### config.mk
export PLATFORM = sky130hd
export DESIGN_NAME = trap_seq
export DESIGN_NICKNAME = d
export VERILOG_FILES = /design/src/rtl/trap_seq.sv
export SDC_FILE = /design/constraint.sdc
export NUM_CORES = 1
export LEC_CHECK = 0
export ABC_AREA = 0
export CAP_MARGIN = 20
export CORE_AREA = 2 2 196 198
export CTS_CLUSTER_SIZE = 20
export DETAILED_ROUTE_END_ITERATION = 8
export DIE_AREA = 0 0 198 200
export SYNTH_ARGS = -nofsm -noshare
export SYNTH_HDL_FRONTEND = slang
export SYNTH_SLANG_ARGS = --single-unit
### constraint.sdc
create_clock -name clk -period 11 [get_ports clk]
set_input_delay 3.3 -clock clk [delete_from_list [all_inputs] [get_ports clk]]
set_output_delay 3.3 -clock clk [all_outputs]
set_load 0.005 [all_outputs]
### src/rtl/trap_seq.sv
// Trap sequencer: detects ecall/ebreak/mret/timer interrupt at ID, writes mepc/mcause/mstatus, then redirects.
// Optional TRAP_EBREAK_HALT_EN: ebreak parks the FSM in HALT and raises halt_o until reset.
module trap_seq #(
  parameter int XLEN        = 64,
  parameter int TIMER_CAUSE = 7
) (
  input  logic            clk,
  input  logic            rst,
  input  logic [31:0]     inst_i,
  input  logic [XLEN-1:0] inst_addr_i,
  input  logic            inst_valid_i,
  input  logic [XLEN-1:0] mtvec_i,
  input  logic [XLEN-1:0] mepc_i,
  input  logic [XLEN-1:0] mstatus_i,
  input  logic [XLEN-1:0] mie_i,
  input  logic            timer_irq_i,
  output logic            stall_o,
  output logic            busy_o,
  output logic            csr_wen_o,
  output logic [11:0]     csr_waddr_o,
  output logic [XLEN-1:0] csr_wdata_o,
  output logic            intr_jump_en_o,
  output logic [XLEN-1:0] intr_jump_addr_o,
  output logic            halt_o
);

  localparam logic [31:0]     INST_ECALL  = 32'h0000_0073;
  localparam logic [31:0]     INST_EBREAK = 32'h0010_0073;
  localparam logic [31:0]     INST_MRET   = 32'h3020_0073;
  localparam logic [11:0]     CSR_MSTATUS = 12'h300;
  localparam logic [11:0]     CSR_MEPC    = 12'h341;
  localparam logic [11:0]     CSR_MCAUSE  = 12'h342;
  localparam logic [XLEN-1:0] IRQ_CAUSE   = {1'b1, {(XLEN-1){1'b0}}} | XLEN'(TIMER_CAUSE);
  localparam logic [XLEN-1:0] VEC_OFFSET  = {IRQ_CAUSE[XLEN-3:0], 2'b00};

  typedef enum logic [2:0] {IDLE, W_MEPC, W_CAUSE, W_STAT, JUMP, HALT} state_t;

  state_t          state_q, state_d;
  logic [XLEN-1:0] cause_q, cause_d;
  logic [XLEN-1:0] mstatus_q, mstatus_d;
  logic [XLEN-1:0] target_q, target_d;
  logic            busy_q;
  logic            csr_wen_q, csr_wen_d;
  logic [11:0]     csr_waddr_q, csr_waddr_d;
  logic [XLEN-1:0] csr_wdata_q, csr_wdata_d;
  logic            jump_en_q, jump_en_d;
  logic [XLEN-1:0] jump_addr_q, jump_addr_d;

  logic            idle, irq;
  logic            take_irq, take_ecall, take_ebreak, take_mret, take_halt, take_entry;
  logic [XLEN-1:0] mtvec_base, entry_target, entry_mstatus, mret_mstatus;
  logic            unused_mie;

  assign unused_mie = ^{mie_i[XLEN-1:8], mie_i[6:0]};

  assign idle        = (state_q == IDLE);
  assign irq         = timer_irq_i & mstatus_i[3] & mie_i[7];
  assign take_irq    = idle & inst_valid_i & irq;
  assign take_ecall  = idle & inst_valid_i & ~irq & (inst_i == INST_ECALL);
  assign take_mret   = idle & inst_valid_i & ~irq & (inst_i == INST_MRET);
`ifdef TRAP_EBREAK_HALT_EN
  assign take_ebreak = 1'b0;
  assign take_halt   = idle & inst_valid_i & ~irq & (inst_i == INST_EBREAK);
  assign halt_o      = (state_q == HALT);
`else
  assign take_ebreak = idle & inst_valid_i & ~irq & (inst_i == INST_EBREAK);
  assign take_halt   = 1'b0;
  assign halt_o      = 1'b0;
`endif
  assign take_entry  = take_irq | take_ecall | take_ebreak;

  assign stall_o = ~idle | take_entry | take_mret | take_halt;

  // Vectored mode only offsets asynchronous interrupts; exceptions always land on the base.
  assign mtvec_base   = {mtvec_i[XLEN-1:2], 2'b00};
  assign entry_target = ((mtvec_i[1:0] == 2'b01) && take_irq) ? mtvec_base + VEC_OFFSET : mtvec_base;

  always_comb begin
    entry_mstatus        = mstatus_i;
    entry_mstatus[7]     = mstatus_i[3];
    entry_mstatus[3]     = 1'b0;
    entry_mstatus[12:11] = 2'b11;
    mret_mstatus         = mstatus_i;
    mret_mstatus[3]      = mstatus_i[7];
    mret_mstatus[7]      = 1'b1;
    mret_mstatus[12:11]  = 2'b00;
  end

  // Outputs are computed for the state being entered, so they appear with that state.
  always_comb begin
    state_d     = state_q;
    cause_d     = cause_q;
    mstatus_d   = mstatus_q;
    target_d    = target_q;
    csr_wen_d   = 1'b0;
    csr_waddr_d = '0;
    csr_wdata_d = '0;
    jump_en_d   = 1'b0;
    jump_addr_d = '0;
    case (state_q)
      IDLE: begin
        if (take_halt) begin
          state_d = HALT;
        end else if (take_entry) begin
          state_d     = W_MEPC;
          cause_d     = take_irq ? IRQ_CAUSE : (take_ecall ? XLEN'(11) : XLEN'(3));
          mstatus_d   = entry_mstatus;
          target_d    = entry_target;
          csr_wen_d   = 1'b1;
          csr_waddr_d = CSR_MEPC;
          csr_wdata_d = inst_addr_i;
        end else if (take_mret) begin
          state_d     = W_STAT;
          target_d    = mepc_i;
          csr_wen_d   = 1'b1;
          csr_waddr_d = CSR_MSTATUS;
          csr_wdata_d = mret_mstatus;
        end
      end
      W_MEPC: begin
        state_d     = W_CAUSE;
        csr_wen_d   = 1'b1;
        csr_waddr_d = CSR_MCAUSE;
        csr_wdata_d = cause_q;
      end
      W_CAUSE: begin
        state_d     = W_STAT;
        csr_wen_d   = 1'b1;
        csr_waddr_d = CSR_MSTATUS;
        csr_wdata_d = mstatus_q;
      end
      W_STAT: begin
        state_d     = JUMP;
        jump_en_d   = 1'b1;
        jump_addr_d = target_q;
      end
      JUMP:    state_d = IDLE;
      HALT:    state_d = HALT;
      default: state_d = IDLE;
    endcase
  end

  always_ff @(posedge clk) begin
    if (!rst) begin
      state_q     <= IDLE;
      cause_q     <= '0;
      mstatus_q   <= '0;
      target_q    <= '0;
      busy_q      <= 1'b0;
      csr_wen_q   <= 1'b0;
      csr_waddr_q <= '0;
      csr_wdata_q <= '0;
      jump_en_q   <= 1'b0;
      jump_addr_q <= '0;
    end else begin
      state_q     <= state_d;
      cause_q     <= cause_d;
      mstatus_q   <= mstatus_d;
      target_q    <= target_d;
      busy_q      <= (state_d != IDLE);
      csr_wen_q   <= csr_wen_d;
      csr_waddr_q <= csr_waddr_d;
      csr_wdata_q <= csr_wdata_d;
      jump_en_q   <= jump_en_d;
      jump_addr_q <= jump_addr_d;
    end
  end

  assign busy_o           = busy_q;
  assign csr_wen_o        = csr_wen_q;
  assign csr_waddr_o      = csr_waddr_q;
  assign csr_wdata_o      = csr_wdata_q;
  assign intr_jump_en_o   = jump_en_q;
  assign intr_jump_addr_o = jump_addr_q;

endmodule

==> Word level (Yosys, flattened, before mapping) <==
Index checks and enable logic that the tools add are counted.
{ "totals": {"register_bits": 337, "latch_bits": 0, "ram_bits": 0, "mem_bits_ro": 0, "memories": 0} }
{ "classes": {"addsub": 1, "multipliers": 0, "div": 0, "n_lt_le_gt_ge": 0, "eq_ne": 8, "n_shift": 0, "mux": 18, "bitwise": 14, "reduce_logical": 8} }
{ "op_table": {"columns": ["cell", "n"], "rows": [
  ["64-bit 2-to-1 mux", 6],
  ["64-bit one-hot mux with 3 select lines", 1],
  ["64-bit by 5-bit adder with 64-bit output, second input constant", 1],
  ["32-bit by 21-bit == test with 1-bit output, second input constant", 1],
  ["32-bit by 30-bit == test with 1-bit output, second input constant", 1],
  ["32-bit by 7-bit == test with 1-bit output, second input constant", 1],
  ["10-bit one-hot mux with 3 select lines", 1],
  ["10-bit 2-to-1 mux", 2],
  ["3-bit one-hot mux with 5 select lines", 1],
  ["1-bit AND", 8],
  ["3-bit by 2-bit == test with 1-bit output, second input constant", 2],
  ["3-bit 2-to-1 mux", 2],
  ["2-bit AND reduction", 3],
  ["4-bit 2-to-1 mux", 1],
  ["1-bit bitwise OR", 4],
  ["3-bit by 1-bit == test with 1-bit output, second input constant", 1],
  ["3-bit == test, second input constant", 1],
  ["3-bit logical NOT", 1],
  ["1-bit 2-to-1 mux", 3],
  ["3-bit nonzero test", 1],
  ["2-bit by 1-bit == test with 1-bit output, second input constant", 1],
  ["1-bit NOT", 2],
  ["1-bit one-hot mux with 2 select lines", 1],
  ["2-bit nonzero test", 1],
  ["other kinds (2)", 2]
]} }

==> Depth between registers and ports, before layout <==
{ "depth": {"ltp_word": 10, "mapped_depth": 9, "depth_no_buf": 8} }

==> Least setup slack after synthesis <==
OpenSTA, ideal clock, no wires.
{ "synth_path": {"path_kind": "input to output", "startpoint": "in inst_valid_i", "endpoint": "out stall_o", "arrival_ps": 5366, "required_time_ps": 7700, "slack_ps": 2334, "stages": 7, "path_buffers": 2, "cell_sequence": "or4b_1 buf_2 or4_4 or4_1 clkbuf_1 nand2_1 or4_1"} }
{ "synth_between": {"elab_chain_cells": 7, "word_cells_on_any_way": 10, "classes_between": "10 x bitwise"} }
{ "synth_rtl": {"columns": ["element", "line_no", "text"], "rows": [
  ["from (decl)", "11", "input logic inst_valid_i,"],
  ["1-bit AND (*)", null, null],
  ["1-bit AND", "59, 60, 66", null],
  ["1-bit AND", "59", "assign take_ecall = idle & inst_valid_i & ~irq & (inst_i == INST_ECALL);"],
  ["1-bit bitwise OR (2 in a row)", "70", "assign take_entry = take_irq | take_ecall | take_ebreak;"],
  ["1-bit bitwise OR", "72", "assign stall_o = ~idle | take_entry | take_mret | take_halt;"],
  ["1-bit bitwise OR (*)", "72", null],
  ["to (decl)", "17", "output logic stall_o,"]
]} }
Mark *: on every way between the ends. The rest lies on a longest branch, timed or not.

==> Final worst setup path <==
Ends and elaborated chain as after synthesis.

==> flow_summary_export.csv <==
group,metric,value,unit
power,leakage,5.78,nW
cts,clkLatencyLatePin,570,ps
global_route,grt_overflow,0,
drt,vias_per_cell,4.98,
synthesis,synth_cells,1253,
cts,clk_transition_reported_paths,60,ps
critical_path,cp_slowest_cell,"or4b_1",
placement,hpwl,29.2,mm
critical_path,cp-start-kind,"primary input",
drt,routed-wl-met3,2.71,mm
cts,cts_sinks,265,
cts,cts_resized,0,
synthesis,yosysMostFrequentCell,"dfxtp_1",
power,p_comb_share,10.1,%
synthesis,synth_area_leaders,"dfxtp_1 47%, nand2_1 6.2%, a222oi_1 5.0%",
global_route,grt_pass1_wl,61.0,mm
min_path,hold_start,"target_q[58]",
synthesis,syn-cell-area,11200,sq um
critical_path,crit_type,"in -> out",
synthesis,synth_edf_count,0,
finish,multi_input_area,5440,sq um
cts,cts_setup_buffers,0,
timing,rsz0062_at_grt,"false",
critical_path,cp.arrival,6610,ps
timing,finClkSkew,24.5,ps
timing,slew_headroom,34.1,%
synthesis,synthArstFlopShare,0,%
critical_path,crit_path_cell_trace,"clkdlybuf4s50_1, or4b_1, or4_4, or4_1, buf_4, nand2_1, or4_1, clkdlybuf4s50_1",
synthesis,synth_cell_types,51,
placement,numPortBuffers,427,
power,ir_drop,0.112,mV
global_route,grtUsageTotal,20.0,%
timing,tns,0,ps
die,num_rows,71,
timing,setup_viol,0,
cts,htree_levels,1,
critical_path,critPathRequiredTime,7700,ps
die,die_y,200,um
die,start_util,30.0,%
timing,period_share,90.1,%
drt,ant_nets,0,
cts,root_buffer,"clkbuf_16",
power,intPower,1.71,mW
global_route,antenna_found_initial,8,
timing,worst_pin_slew,988,ps
finish,syn2layout_area_growth,49.7,%
finish,drive_gt1_share,5.83,%
synthesis,ys_seq_area_share,47.2,%
timing,fmax,0.101,GHz
timing,whs,448,ps
placement,dp_slack,1050,ps
synthesis,synthFlopType,"dfxtp_1",
timing,hold_violations,0,
run,cap_violations,0,
finish,layout.nets,1984,
power,switching_share,22.9,%
critical_path,cp-startpoint,"inst_valid_i",
critical_path,cp_top_family,"simple AND/OR/NAND/NOR gates",
power,p_sw,507,uW
drt,post-route-drc-count,0,
global_route,first_global_vias,10309,
synthesis,syn-mean-instance-area,8.97,sq um
finish,fin_util,45.0,%
drt,routed.top_layer,"met4",
cts,cts_tree,"built",
critical_path,crit_buf_inv,3,
drt,vias,10783,
drt,drt_first_pass_iters,9,
timing,worst_slack,1090,ps
finish,seq_area,5310,sq um
timing,slew_viol_final,0,
critical_path,crit_fanout,34,
synthesis,synthTopCellsByCount,"265 x dfxtp_1, 187 x nand2_1, 86 x nor2_1",
die,die_area,39600,sq um
global_route,grt_start_max_net_pins,108,
timing,fin_crit,9910,ps
synthesis,yosys_warnings,0,
power,clkPwrFrac,45.5,%
power,seqPwrFrac,44.4,%
drt,routedWlPerCell,19.2,um
finish,fillers,3626,
min_path,hold_class,"reg -> reg",
drt,wirelength,41.6,mm
cts,ctsHoldBuffers,0,
synthesis,synth_top_area_share,47.2,%
drt,wl_met1,17.7,mm
die,io_pins,501,
die,coreArea,37400,sq um
critical_path,critPathMaxStageDelay,650,ps
critical_path,endpoint_kind,"output port",
drt,first_iter_violations,842,
critical_path,r2r-start,"state_q[2]",
placement,gp_congestion,0.854,
cts,clockBufferDepth,3,
status,status,"finished clean",
power,power_density,132,nW/um^2
synthesis,synth_top_area_cell,"dfxtp_1",
drt,wl_met2,20.0,mm
cts,cts_buffers,30,
die,die_x,198,um
synthesis,synth_seq_cells,265,
-- through the flow --
step	cells	area [sq um]	power, mW
floorplan	1260	11300	1.08
global route	2164	16800	2.30
finish	2166	16800	2.22
CTS	2157	16800	2.24
detailed placement	2106	15800	1.23
global placement	2105	15800	1.23
-- sequential cells by signal, summed over array words and instances (netlist names) --
name	flops
busy_o	1
csr_waddr_o	4
cause_q	2
target_q	64
intr_jump_en_o	1
csr_wdata_o	64
state_q	3
mstatus_q	62
intr_jump_addr_o	64
-- cell usage in the layout (no fill, tap or decap), types with 13 or more instances in the layout --
| master | Yosys | layout |
|---|---|---|
| clkdlybuf4s50_1 | 0 | 426 |
| dfxtp_1 | 265 | 265 |
| nand2_1 | 187 | 187 |
| nor2_1 | 86 | 84 |
| and2_1 | 64 | 64 |
| a21boi_0 | 64 | 64 |
| nand3_1 | 57 | 57 |
| a222oi_1 | 56 | 56 |
| xnor2_1 | 43 | 43 |
| nor3_1 | 39 | 39 |
| clkbuf_16 | 0 | 31 |
| nor4_1 | 25 | 25 |
| nand4_1 | 21 | 21 |
| o21ai_0 | 21 | 21 |
| a21oi_1 | 19 | 19 |
| o21ai_1 | 19 | 18 |
| xor2_1 | 17 | 17 |
| and3_1 | 16 | 16 |
| mux2_1 | 15 | 15 |
| a21oi_2 | 13 | 13 |
| buf_4 | 16 | 13 |
-- final cells by class --
class / instances / share of cell area (%)
well taps: 511 / 3.80
diodes: 9 / 0.134
repair buffers: 441 / 26.2
inverters: 10 / 0.223
multi-input cells: 879 / 32.4
flip-flops and latches: 265 / 31.6
clock inverters: 8 / 0.714
clock buffers: 43 / 5.06
-- power groups by stage --
stage	Combinational [mW]	Clock, mW	Sequential [mW]
floorplan	0.0748	0	1.00
global placement	0.221	0	1.00
detailed placement	0.222	0	1.00
CTS	0.224	1.04	0.983
global route	0.241	1.07	0.985
finish	0.223	1.01	0.984
-- worst reg2reg max path, stage by stage, from the launching register on --
cell and delay (ps):
dfxtp_1 490, or4b_1 760, or4_4 580, nor4_4 610, buf_12 520, mux2_1 510, o21ai_1 160, a21oi_2 40
-- layer usage --
metal / up-vias / track usage (%)
met5: - / 0
met4: 0 / 7.57
met3: 65 / 4.13
met2: 400 / 33.5
met1: 5108 / 25.3
li1: 5210 / -
-- path summary, 6_finish.rpt --
check / to / slack [ps] / cells after the start
setup / recovery: stall_o / 1090 / 8
hold / removal: intr_jump_addr_o[58] / 450 / 1
setup reg to reg: target_q[57] / 7190 / 7
hold reg to reg: intr_jump_addr_o[58] / 450 / 1
-- cell families after synthesis --
logic type | count (synthesis) | synth area share, %
AOI/OAI and AO/OA | 257 | 17.9
xor gates and xnor gates | 60 | 4.68
adders and majority gates | 1 | 0.111
buffers and inverters | 116 | 4.90
DFF | 265 | 47.2
muxes | 22 | 2.21
other | 1 | 0.0334
and+or+nand+nor | 531 | 23.0
(Power assumes the default switching activity.)
==> edit 1 (same flow settings) <==
The output `intr_jump_addr_o` loses its register stage (`jump_addr_q` becomes a continuous assignment).
--- a/src/rtl/trap_seq.sv
+++ b/src/rtl/trap_seq.sv
@@ -151,7 +151,6 @@
       csr_waddr_q <= '0;
       csr_wdata_q <= '0;
       jump_en_q   <= 1'b0;
-      jump_addr_q <= '0;
     end else begin
       state_q     <= state_d;
       cause_q     <= cause_d;
@@ -162,9 +161,10 @@
       csr_waddr_q <= csr_waddr_d;
       csr_wdata_q <= csr_wdata_d;
       jump_en_q   <= jump_en_d;
-      jump_addr_q <= jump_addr_d;
     end
   end
+
+  assign jump_addr_q = jump_addr_d;
 
   assign busy_o           = busy_q;
   assign csr_wen_o        = csr_wen_q;
Check against the original RTL: not equivalent (Yosys sat finds a counterexample within 4 cycles, from zero or initial values and one cycle with rst low).
==> edit 1 against the unedited design <==
  * Synthesized area fell by 11%
  * Clock skew fell by 0.011 ns
  * Die area stayed put
  * Routed wire length is 6.4% lower
  * Hold slack worse by 0.0022 ns
  * Sequential cell count down 64
  * Critical endpoint unchanged
  * Final cell count is 0.37% lower
  * Worst setup slack better by 0.48 ns
  * Register-to-register slack gained 0.26 ns
  * Total power is 20% lower
  * Maximum frequency up 5.1%
  * Via count fell by 3.6%
  * Critical path type unchanged
  * Largest power group unchanged
  * Combinational power decreased by 5%
  * Cell area decreased by 8.4%
==> edit 1: results (changes against the unedited design) <==
- Layout non-clock buf frac: 0.285 (+0.0233)
- Worst slew margin: 0.189 (-0.152)
- Worst path max stage delay: 0.82 ns (+0.17 ns)
- Slowest-stage cell, CP: or4_2
- Num sequential: 201 (-24%)
- Largest net degree at the start of global routing: 81 (-25%)
- Buffers outside the clock class: 442 (+0.23%)
- Antenna diodes: 1 (-8)
- Status: complete, no violations
- Maximum vdd drop: 0.0808 mV (-28%)
- Inverters: 7 (-3)
- Gpl congestion: 0.857 (+0.29%)
- Worst endpoint data arrival time: 6.13 ns (-0.48 ns)
- Post-synth ARST share: 0 (unchanged)
- First-pass DRT Iterations: 5 (-4)
- Synth Area in Compound Gates: 0.205 (+0.0265)
- Post-synth top flop: dfxtp_1
- Worst-path fanout max: 3 (-91%)
- Initial antenna violation count: 3 (-5)
- Largest buffer count on any clock path: 3 (unchanged)
- Routed wire length: 39.0 mm (-6.4%)
- Nets: 1985 (+0.050%)
- Leak Pwr: 5.17 nW (-10%)
- Post-DP HPWL: 28.4 mm (-2.9%)
- Initial DRC Count: 425 (-50%)
- Synth Area in XOR/XNOR: 0.0533 (+0.00654)
- FILL cells: 3792 (+4.6%)
- Comb_multi_in: 952 (+8.3%)
- End-of-flow core utilization: 0.412 (-0.0379)
- Commonest cells in the netlist: nand2_1 (291), dfxtp_1 (201), a21oi_1 (84)
- Multi-input combinational cell area: 0.00553 mm² (+1.6%)
- Syn avg cell area: 7.93 µm² (-12%)
- DP Worst Slack: 1.46 ns (+0.414 ns)
- Combinational share of power: 0.120 (+0.019)
- First-pass GRT wire length: 58.3 mm (-4.3%)
- Total track usage: 0.189 (-0.0110)
- Post-synthesis mux area share: 0.0166 (-0.00545)
- Seq/total area: 0.261 (-0.0541)
- DR vias: 10399 (-3.6%)
- PwrDens: 115 mW/mm² (-13%)
- Post-synthesis adder-cell area fraction: 0.00125 (+0.000135)
- Ranking of synthesized cells by area: dfxtp_1 (40%), nand2_1 (11%), and2_1 (4.4%), a21oi_1 (4.2%), a22oi_1 (4.2%)
- Sw Ratio: 0.234 (+0.00489)
- Layout clock buffers: 37 (-14%)
- Worst-skew pair later-pin latency: 0.53 ns (-0.04 ns)
- DP Cell Count: 2113 (+0.33%)
- Finished Layout Cells: 2158 (-0.37%)
- Num CTS Buffers: 24 (-20%)
- Placed Area: 0.0146 mm² (-7.7%)
- Clk tree area frac: 0.0513 (-0.00646)
- Layout cells sized above 1: 0.0492 (-0.00911)
- Seq pwr: 0.753 mW (-23%)
- Sequential area share after synthesis: 0.402 (-0.0707)
- Setup Skew: 0.0130 ns (-0.0114 ns)
==> edit 1: path summary, 6_finish.rpt <==
path | startpoint | to | slack (ns) | cells past startpoint
worst min register to register | mstatus_q[15]$_SDFFE_PN0P_ | mstatus_q[15]$_SDFFE_PN0P_ | 0.45 | 2
worst min-delay path | mstatus_q[15]$_SDFFE_PN0P_ | mstatus_q[15]$_SDFFE_PN0P_ | 0.45 | 2
worst max register to register | state_q[2]$_SDFF_PN0_ | target_q[56]$_SDFFE_PN0P_ | 7.45 | 6
worst max-delay path | mstatus_i[3] | stall_o | 1.57 | 7
==> edit 1: logic make-up after synthesis <==
| group | Yosys count |
|---|---|
| flops | 201 |
| other cells | 1 |
| compound gates | 325 |
| xor+xnor | 61 |
| mux | 15 |
| buf+inv | 118 |
| fa+ha+maj | 1 |
| simple gates | 542 |
==> edit 1: per-layer routing <==
layer,global-route usage,vias to the layer above,routed length (µm)
met5,0,-,0
met4,0.0476,0,826
met3,0.0627,52,3860
met2,0.333,436,18500
met1,0.220,4771,15800
li1,-,5140,-
==> edit 2 (config.mk and constraints unchanged) <==
Without the edit above. `XLEN`: 64 -> 72.
--- a/src/rtl/trap_seq.sv
+++ b/src/rtl/trap_seq.sv
@@ -1,7 +1,7 @@
 // Trap sequencer: detects ecall/ebreak/mret/timer interrupt at ID, writes mepc/mcause/mstatus, then redirects.
 // Optional TRAP_EBREAK_HALT_EN: ebreak parks the FSM in HALT and raises halt_o until reset.
 module trap_seq #(
-  parameter int XLEN        = 64,
+  parameter int XLEN        = 72,
   parameter int TIMER_CAUSE = 7
 ) (
   input  logic            clk,
Interface: changed (7 resized); port bits go from 501 to 557. The function was not compared with the original's and may differ.
==> edit 2 against the unedited design <==
  * The flow now finishes with violations (slew limit)
  * Routed wire length up 10%
  * Cell area up 11%
  * Total power up 15%
  * Critical endpoint unchanged
  * Highest routed layer is now met5
  * Sequential cell count up 32
  * Synthesized area up 10%
  * First-iteration DRC count down 20%
  * Sequential share of layout area up 0.25 points
  * Die area unchanged
  * Worst setup slack better by 0.23 ns
  * Final cell count up 12%
==> edit 2: results (changes against the unedited design) <==
- Worst endpoint data arrival time: 6.38 ns (-0.23 ns)
- First-pass GRT wire length: 68.6 mm (+13%)
- Num CTS Buffers: 36 (+20%)
- WHS Endpoint: intr_jump_addr_o[52]$_SDFF_PN0_
- Largest net degree at the start of global routing: 238 (+120%)
- Worst path max stage delay: 0.63 ns (-0.02 ns)
- Leak Pwr: 6.27 nW (+8.6%)
- Total track usage: 0.225 (+0.0252)
- Setup Skew: 0.0211 ns (-0.00340 ns)
- Post-synth cell types: 55 (+7.8%)
- Comb power: 0.244 mW (+9.4%)
- Final Power: 2.56 mW (+15%)
- Reg-to-reg slack, setup: 7.13 ns (-0.06 ns)
- I/O Buffers: 475 (+11%)
- DR vias: 12121 (+12%)
- Worst R2R End: target_q[56]$_SDFFE_PN0P_
- Failing checks: slew limit
- Commonest cells in the netlist: dfxtp_1 (297), nand2_1 (259), a21oi_1 (185)
- Worst-skew pair later-pin latency: 0.53 ns (-0.04 ns)
- DP Worst Slack: 1.32 ns (+0.276 ns)
- Placed Area: 0.0175 mm² (+10%)
- Pins Over Slew Limit: 136 (+136)
- Ranking of synthesized cells by area: dfxtp_1 (48%), nand2_1 (7.9%), a21oi_1 (7.5%), a22oi_1 (5.2%), xnor2_1 (4.6%)
- Syn Inst Count: 1453 (+16%)
- Slowest-stage cell, CP: or4_1
- First-pass DRT Iterations: 5 (-4)
- Drt wl/cell: 19.0 µm (-1.2%)
- Initial DRC Count: 674 (-20%)
- Status: finished with violations
- Gpl congestion: 0.851 (-0.40%)
edit 2: cell count changes in the layout (fill, tap and decap cells not counted), moves of 22 or more:
cell / before / now
nor2_1: 84 / 49
nand2_1: 187 / 259
xnor2_1: 43 / 65
a21boi_0: 64 / 0
dfxtp_1: 265 / 297
a222oi_1: 56 / 0
a22oi_1: 11 / 86
clkdlybuf4s50_1: 426 / 474
a21oi_1: 19 / 185
edit 2: cells by family (layout without fill, tap and decap cells):
logic type                 Yosys count  count (layout)  synth area share
DFF                                297             297             0.481
buffers and inverters              130             567            0.0446
other                                1              18          0.000303
adders and majority gates            1               1           0.00101
muxes                               18              18            0.0164
AOI/OAI and AO/OA                  356             356             0.175
and+or+nand+nor                    583             583             0.234
xor gates and xnor gates            67              67            0.0475
edit 2: how the worst max path moves through the flow:
| stage | start | to | slack [ns] |
|---|---|---|---|
| 2_1_floorplan | inst_i[9] | stall_o | 2.45 |
| 3_3_place_gp | inst_i[10] | stall_o | 1.32 |
| 3_5_place_dp | inst_i[10] | stall_o | 1.32 |
| 4_1_cts | inst_i[10] | stall_o | 1.31 |
| 5_1_grt | inst_i[10] | stall_o | 1.22 |
| 6_report | inst_i[10] | stall_o | 1.32 |
edit 2: area by class of cell:
cell class | instances | area, µm²
Fill cell | 3570 | 18700
Multi-Input combinational cell | 1033 | 5950
Sequential cell | 297 | 5950
Timing Repair Buffer | 490 | 4870
Clock buffer | 51 | 1030
Tap cell | 511 | 639
Clock inverter | 11 | 169
Inverter | 15 | 58.8
Antenna cell | 10 | 25.0
edit 2: metal layers:
metal,share of wire,track usage,vias up
met5,0.00039,0,-
met4,0.030,0.0964,2
met3,0.082,0.0649,81
met2,0.47,0.368,419
met1,0.42,0.277,5715
li1,-,-,5904
